[src/rtl/jb_clk_en_pkg.sv]
// Shared types, constants and period decode for the clock-enable monitor.
package jb_clk_en_pkg;

   typedef enum logic [1:0] {
      IDLE,
      MEASURE,
      LOCKED
   } clk_en_mon_state_t;

   localparam int unsigned MAX_PERIOD     = 16;
   localparam int unsigned GAP_W          = 5;
   localparam logic [2:0]  RATIO_UNLOCKED = 3'd7;

   // Power-of-two periods up to MAX_PERIOD map to log2; anything else is unlocked.
   function automatic logic [2:0] period_to_ratio(input logic [GAP_W-1:0] period);
      logic [2:0] w_ratio;
      case (period)
         5'd1:    w_ratio = 3'd0;
         5'd2:    w_ratio = 3'd1;
         5'd4:    w_ratio = 3'd2;
         5'd8:    w_ratio = 3'd3;
         5'd16:   w_ratio = 3'd4;
         default: w_ratio = RATIO_UNLOCKED;
      endcase
      return w_ratio;
   endfunction

endpackage

[src/rtl/jb_clk_en_period_meas.sv]
// Gap counter between enable strobes: reports the measured period on each strobe,
// whether it is a legal divide ratio, and a timeout once the gap saturates.
module jb_clk_en_period_meas
   import jb_clk_en_pkg::*;
(
   input  logic             clk,
   input  logic             reset,
   input  logic             clk_en_in,
   output logic             period_valid,
   output logic [GAP_W-1:0] period,
   output logic             period_legal,
   output logic             timeout_flag
);

   localparam logic [GAP_W-1:0] GAP_SAT = GAP_W'(MAX_PERIOD + 1);

   logic [GAP_W-1:0] r_gap;

   always_ff @(posedge clk) begin
      if (reset) begin
         r_gap <= '0;
      end else if (clk_en_in) begin
         r_gap <= GAP_W'(1);
      end else if (r_gap != GAP_SAT) begin
         r_gap <= r_gap + GAP_W'(1);
      end
   end

   assign period_valid = clk_en_in;
   assign period       = r_gap;
   assign period_legal = (period_to_ratio(r_gap) != RATIO_UNLOCKED);
   // A strobe in the saturation cycle wins over the timeout.
   assign timeout_flag = (r_gap == GAP_SAT) && !clk_en_in;

endmodule

[src/rtl/jb_clk_en_mon.sv]
// Clock-enable monitor: locks onto a legal strobe period and flags loss of lock.
// Optional saturating error counter enabled by JB_CLK_EN_MON_ERR_CNT_EN.
module jb_clk_en_mon
   import jb_clk_en_pkg::*;
#(
   parameter int unsigned LOCK_COUNT = 4
) (
   input  logic       clk,
   input  logic       reset,
   input  logic       clk_en_in,
   output logic       locked,
   output logic [2:0] ratio_code,
   output logic       err_pulse,
   output logic [7:0] err_count
);

   localparam logic [3:0] LOCK_CNT = 4'(LOCK_COUNT);

   logic             w_pvalid;
   logic [GAP_W-1:0] w_period;
   logic             w_legal;
   logic             w_timeout;

   clk_en_mon_state_t r_state, w_state_d;
   logic [GAP_W-1:0]  r_cand, w_cand_d;
   logic [3:0]        r_match, w_match_d, w_match_nxt;
   logic              w_err_d;
   logic              r_locked;
   logic [2:0]        r_ratio;
   logic              r_err;

   jb_clk_en_period_meas u_meas (
      .clk          (clk),
      .reset        (reset),
      .clk_en_in    (clk_en_in),
      .period_valid (w_pvalid),
      .period       (w_period),
      .period_legal (w_legal),
      .timeout_flag (w_timeout)
   );

   always_comb begin
      w_state_d   = r_state;
      w_cand_d    = r_cand;
      w_match_d   = r_match;
      w_err_d     = 1'b0;
      w_match_nxt = (w_period == r_cand) ? (r_match + 4'd1) : 4'd1;
      unique case (r_state)
         IDLE: begin
            if (w_pvalid) begin
               w_state_d = MEASURE;
               w_cand_d  = '0;
               w_match_d = '0;
            end
         end
         MEASURE: begin
            if (w_pvalid && w_legal) begin
               w_cand_d  = w_period;
               w_match_d = w_match_nxt;
               if (w_match_nxt == LOCK_CNT) w_state_d = LOCKED;
            end else if (w_pvalid) begin
               w_cand_d  = '0;
               w_match_d = '0;
            end else if (w_timeout) begin
               w_state_d = IDLE;
            end
         end
         LOCKED: begin
            // Wrong period: the offending strobe restarts timing from scratch.
            if (w_pvalid && (w_period != r_cand)) begin
               w_err_d   = 1'b1;
               w_state_d = MEASURE;
               w_cand_d  = '0;
               w_match_d = '0;
            end else if (!w_pvalid && (w_period == r_cand)) begin
               w_err_d   = 1'b1;
               w_state_d = IDLE;
               w_cand_d  = '0;
               w_match_d = '0;
            end
         end
         default: begin
            w_state_d = IDLE;
            w_cand_d  = '0;
            w_match_d = '0;
         end
      endcase
   end

   always_ff @(posedge clk) begin
      if (reset) begin
         r_state  <= IDLE;
         r_cand   <= '0;
         r_match  <= '0;
         r_locked <= 1'b0;
         r_ratio  <= RATIO_UNLOCKED;
         r_err    <= 1'b0;
      end else begin
         r_state  <= w_state_d;
         r_cand   <= w_cand_d;
         r_match  <= w_match_d;
         r_locked <= (w_state_d == LOCKED);
         r_ratio  <= (w_state_d == LOCKED) ? period_to_ratio(w_cand_d) : RATIO_UNLOCKED;
         r_err    <= w_err_d;
      end
   end

   assign locked     = r_locked;
   assign ratio_code = r_ratio;
   assign err_pulse  = r_err;

`ifdef JB_CLK_EN_MON_ERR_CNT_EN
   logic [7:0] r_err_cnt;

   always_ff @(posedge clk) begin
      if (reset) begin
         r_err_cnt <= '0;
      end else if (w_err_d && (r_err_cnt != 8'hFF)) begin
         r_err_cnt <= r_err_cnt + 8'd1;
      end
   end

   assign err_count = r_err_cnt;
`else
   assign err_count = '0;
`endif

endmodule

[config.mk]
export PLATFORM = sky130hd
export DESIGN_NAME = jb_clk_en_mon
export DESIGN_NICKNAME = d
export VERILOG_FILES = /design/src/rtl/jb_clk_en_pkg.sv /design/src/rtl/jb_clk_en_period_meas.sv /design/src/rtl/jb_clk_en_mon.sv
export SDC_FILE = /design/constraint.sdc
export NUM_CORES = 1
export LEC_CHECK = 0
export ABC_AREA = 1
export BUFFER_PORTS_ARGS = -buffer_cell sky130_fd_sc_hd__buf_2
export CORE_MARGIN = 2
export CORE_UTILIZATION = 40
export CTS_CLUSTER_SIZE = 14
export DETAILED_ROUTE_END_ITERATION = 7
export SLEW_MARGIN = 20
export SYNTH_ARGS = -nofsm -noshare
export SYNTH_HDL_FRONTEND = slang
export SYNTH_SLANG_ARGS = --single-unit
export TNS_END_PERCENT = 1
[constraint.sdc]
create_clock -name clk -period 3.4 [get_ports clk]
set_input_delay 0.34 -clock clk [delete_from_list [all_inputs] [get_ports clk]]
set_output_delay 0.34 -clock clk [all_outputs]
set_load 0.02 [all_outputs]
After elaboration in Yosys (flattened, before gate mapping)
Index checks and enable logic that the tools add are counted.
{ "word_totals": {"regBits": 21, "input_bits": 3, "out_inout_bits": 13, "wordCells": 67} }
{ "op_classes": {"add_sub_neg": 2, "eq_ne": 20, "mux": 25, "bitwise_logic": 2, "reduce_logical": 10} }
{ "ops": {"columns": ["cell", "n"], "rows": [
  ["3-bit one-hot mux with 5 select lines", 2],
  ["4-bit 2-to-1 mux", 5],
  ["5-bit 2-to-1 mux", 4],
  ["5-bit equality test (second input constant)", 3],
  ["5-bit one-hot mux with 3 select lines", 1],
  ["2-bit 2-to-1 mux", 7],
  ["4-bit one-hot mux with 3 select lines", 1],
  ["5-bit by 1-bit equality test with 1-bit output (second input constant)", 2],
  ["5-bit by 2-bit equality test with 1-bit output (second input constant)", 2],
  ["5-bit by 3-bit equality test with 1-bit output (second input constant)", 2],
  ["5-bit by 4-bit equality test with 1-bit output (second input constant)", 2],
  ["3-bit inequality test (second input constant)", 2],
  ["2-bit one-hot mux with 3 select lines", 1],
  ["2-bit OR reduction", 3],
  ["5-bit by 1-bit adder with 5-bit output (second input constant)", 1],
  ["5-bit equality test", 1],
  ["5-bit inequality test", 1],
  ["5-bit inequality test (second input constant)", 1],
  ["4-bit by 1-bit adder with 4-bit output (second input constant)", 1],
  ["2-bit equality test (second input constant)", 2],
  ["4-bit by 3-bit equality test with 1-bit output (second input constant)", 1],
  ["1-bit logical AND", 4],
  ["1-bit 2-to-1 mux", 4],
  ["2-bit by 1-bit equality test with 1-bit output (second input constant)", 1],
  ["4 further kinds", 5]
]} }

Depth between registers and ports, before layout
{ "logic_depth": {"ltp_word": 9, "ltp_mapped": 19, "depth_no_buf": 19} }

Modules after synthesis
Synthesis repeated with hierarchy kept, for this count alone.
{ "hier_totals": {"hier_cells": 237, "area_unflattened_um2": 1510.2} }
{ "modules_own_cells": {"columns": ["mod", "instances", "cells_per_inst", "area_per_inst_um2", "seq_area_each_um2"], "rows": [
  ["jb_clk_en_mon", 1, 189, 1142.3, 320.3],
  ["jb_clk_en_period_meas", 1, 48, 367.9, 100.1]
]} }

Worst setup path after synthesis
Ideal clock, no wire load.
{ "synth_path": {"path_kind": "flip-flop to flip-flop", "from": "reg u_meas.r_gap[0] (netlist: u_meas.period[0])", "to": "reg r_ratio[0] (netlist: ratio_code[0])", "setup_ns": 0.123, "arrival_ns": 2.067, "setup_slack_ns": 1.210, "stages_incl_launch_ff": 18, "path_cell_list": "dfxtp_1 inv_2 nand2_1 nor3b_1 nand3_2 ha_1 nor2_1 nand2_4 o21ai_2 nand2_1 nand2_1 nand2_1 nor2_1 nand2_1 nand2_1 nor2_1 nand2_1 nand3_1"} }
{ "synth_between": {"elab_chain_cells": 9, "word_cells_on_any_way": 36} }
{ "synth_lines": {"columns": ["item", "line", "text"], "rows": [
  ["start, declared", "jb_clk_en_period_meas.sv:17", "logic [GAP_W-1:0] r_gap;"],
  ["start signal, assigned", "jb_clk_en_period_meas.sv:25", "r_gap <= r_gap + GAP_W'(1);"],
  ["branches (longest 9 deep; another with 5-bit equality test)", null, null],
  ["end signal, assigned", "jb_clk_en_mon.sv:103", "r_ratio <= (w_state_d == LOCKED) ? period_to_ratio(w_cand_d) : RATIO_UNLOCKED;"],
  ["end, declared", "jb_clk_en_mon.sv:29", "logic [2:0] r_ratio;"]
]} }
Parallel ways; which one is timed is not known.
A chain may end at the register's enable or synchronous reset.

Worst setup path in the final report
{ "layout_path": {"from": "reg u_meas.r_gap[0] (netlist: u_meas.period[0])", "to": "reg r_ratio[2] (netlist: ratio_code[2])"} }
The elaborated chain is that of the path after synthesis.

==> results.sh <==
export IMPL_critPathCapture="ratio_code[2]"
export IMPL_yosysWarnings=0
export IMPL_area_delta_synth_final_pct=3.261
export IMPL_path_class="reg2reg"
export IMPL_setup_tns_ns=0
export IMPL_wl_per_cell_um=11.15
export IMPL_yosys_top_cells_area="dfxtp_1, nand2_1, nand3_1"
export IMPL_r2r_slack_ns=0.81
export IMPL_p_leak_nw=0.6439
export IMPL_numCtsBuffers=3
export IMPL_async_reset_ff_frac=0
export IMPL_place_detailed_hpwl_um=2105
export IMPL_drc=0
export IMPL_grt_pass1_vias=1145
export IMPL_critPathMaxFanout=6
export IMPL_required_ns=3.61
export IMPL_crit_path_start_kind="flip-flop"
export IMPL_tritoncts="yes"
export IMPL_std_cell_rows=21
export IMPL_post_cts_setup_buffers=0
export IMPL_core_area_mm2=0.003337
export IMPL_drive_gt1_frac=0.1571
export IMPL_drt_first_pass_iters=4
export IMPL_worst_skew_pair_late_latency_ns=0.31
export IMPL_yosysSeqAreaShare=0.3043
export IMPL_dr_wl_met3_um=59
export IMPL_r2r_start="u_meas.period[0]"
export IMPL_n_antenna_cell=0
export IMPL_post_cts_resized=0
export IMPL_synth_top_area_cell="dfxtp_1"
export IMPL_globalplace_congestion=0.8180
export IMPL_nNetsFinal=202
export IMPL_fill_cells=362
export IMPL_synth_top_area_share=0.3043
export IMPL_tightest_slew_ns=0.5037
export IMPL_grt_use_total=0.1516
export IMPL_clock_path_buffers=2
export IMPL_period_needed_ns=2.595
export IMPL_dr_first_iter_drc_count=40
export IMPL_ys_types=35
export IMPL_peakVddDrop_v=0.0001577
export IMPL_hp_class="in2reg"
export IMPL_dieArea_mm2=0.003939
export IMPL_synthFlopType="dfxtp_1"
export IMPL_reg2reg_depth=17
export IMPL_clkTransAtPathRegs_ns=0.13
export IMPL_die_w_um=62.77
export IMPL_tritoncts_num_sinks=21
export IMPL_drv_slew=0
export IMPL_fin_skew_ns=0.01233
export IMPL_synthTopCellsByCount="nand2_1, nor2_1, dfxtp_1"
export IMPL_vias_per_cell=4.840
export IMPL_synth_edff_count=0
export IMPL_initial_core_util=0.4139
export IMPL_routed_top_layer="met4"
export IMPL_rsz0062_at_grt="false"
export IMPL_wl_met1_um=1335
export IMPL_drt_total_wl_um=2642
export IMPL_fin_crit_sh=0.7632
export IMPL_htreeDepth=1
export IMPL_power_density_mw_per_mm2=306.3
export IMPL_synth_most_common_cell="nand2_1"
export IMPL_cp_end_kind="flip-flop"
export IMPL_startpoint="u_meas.period[0]"
export IMPL_status="finished, final reports clean"
export IMPL_pin_count=16
export IMPL_port_buffers=7
export IMPL_syn_mean_instance_area_um2=7.426
export IMPL_finalSetupViolCount=0
export IMPL_ys_ff_latch=21
export IMPL_cts_hold_buf=0
export IMPL_antenna_left=0
export IMPL_crit_arrival_ns=2.81
export IMPL_die_h_um=62.77
export IMPL_max_freq_mhz=385.4
export IMPL_reg2reg_to="ratio_code[2]"
export IMPL_wl_met2_um=1219
export IMPL_utilization=0.4274
export IMPL_final_hold_viol_count=0
export IMPL_grt_max_degree=13
export IMPL_cap_violations=0
export IMPL_num_vias=1147
export IMPL_grt_pass1_wl_um=4864
export IMPL_slew_limit_headroom=0.6638
export IMPL_grt_ovfl_total=0
export IMPL_cts_root_buffer="clkbuf_4"
export IMPL_syn_inst=186
export IMPL_syn_cell_area_mm2=0.001381
export IMPL_antenna_found_initial=0
==> layout make-up <==
cell class / count / area (um2) / share of cell area
multi-input combinational: 143 / 823.3 / 0.5772
sequential: 21 / 420.4 / 0.2947
inverter: 16 / 62.56 / 0.04386
tap: 46 / 57.56 / 0.04035
timing repair buffer: 7 / 35.03 / 0.02456
clock buffer: 3 / 22.52 / 0.01579
clock inverter: 1 / 5.005 / 0.003509
==> cell usage in the layout (no fill, tap or decap), types with 2 or more instances in the layout <==
cell and count:
o21ai_0 6, xor2_1 4, o21ai_1 2, nand2_1 30
nand3_2 2, ha_1 7, dfxtp_1 21, o21bai_1 2
inv_1 10, nand4_1 6, nand2_4 2, inv_2 4
clkbuf_4 3, conb_1 8, nor2_1 24, nand2_2 4
nor3_1 4, a31oi_1 3, buf_2 7, xnor2_1 4
a21oi_1 7, nand3_1 18
==> sequential cells by signal, indices dropped and copies added, names as in the netlist <==
| name | cells |
|---|---|
| r_match | 4 |
| ratio_code | 3 |
| err_pulse | 1 |
| locked | 1 |
| u_meas.period | 5 |
| r_state | 2 |
| r_cand | 5 |
==> logic make-up (layout without fill, tap and decap cells) <==
logic type,after synthesis,count (layout),share of synthesized area
simple gates,96,96,0.3524
buf+inv,29,27,0.1187
compound gates,24,24,0.1078
flops,21,21,0.3043
xor+xnor,8,8,0.05072
fa+ha+maj,7,7,0.06340
other cells,1,8,0.002715
==> where the power goes <==
part	total (mW)	switching [mW]	internal, mW
Clock	0.123	0.0795	0.0439
Combinational	0.0562	0.0410	0.0152
Sequential	0.257	0.00809	0.249
==> layer usage <==
layer	GRT usage	vias up
met2	0.2567	18
met3	0.01622	4
met4	0.05278	0
li1	-	608
met5	0	-
met1	0.2007	517
==> worst min-delay path by stage <==
stage	start	end	slack, ns	cells past startpoint
final	reset	r_cand[3]	0.36	2
after global routing	reset	r_cand[1]	0.38	2
after CTS	reset	r_cand[0]	0.36	2
after detailed placement	r_match[1]	r_match[1]	0.49	2
after global placement	r_match[1]	r_match[1]	0.48	2
after floorplan	reset	r_state[1]	0.41	1
==> stage by stage <==
stage / std cells / instance area [um2] / setup WS (ns) / total power, mW / hold slack [ns]
after floorplan: 193 / 1408 / 1.210 / 0.3154 / 0.4106
after global placement: 233 / 1399 / 0.9005 / 0.3175 / 0.4833
after detailed placement: 233 / 1399 / 0.8329 / 0.3186 / 0.4887
after CTS: 237 / 1426 / 0.8139 / 0.4387 / 0.3595
after global routing: 237 / 1426 / 0.4611 / 0.4568 / 0.3793
final: 237 / 1426 / 0.8051 / 0.4370 / 0.3610
==> critical path: stages, from the launching register on <==
cell and delay, ns:
dfxtp_1 0.48, inv_2 0.11, nand2_1 0.07, nor3b_1 0.25
nand3_2 0.21, ha_1 0.25, nor2_1 0.17, nand2_4 0.10
o21ai_2 0.11, nand2_1 0.07, nand2_1 0.09, nand2_1 0.09
nor2_1 0.16, nand2_1 0.07, nand2_1 0.07, nor2_1 0.04
nand2_1 0.09, nand3_1 0.07
Note: power is estimated with default switching activity, not from simulation.
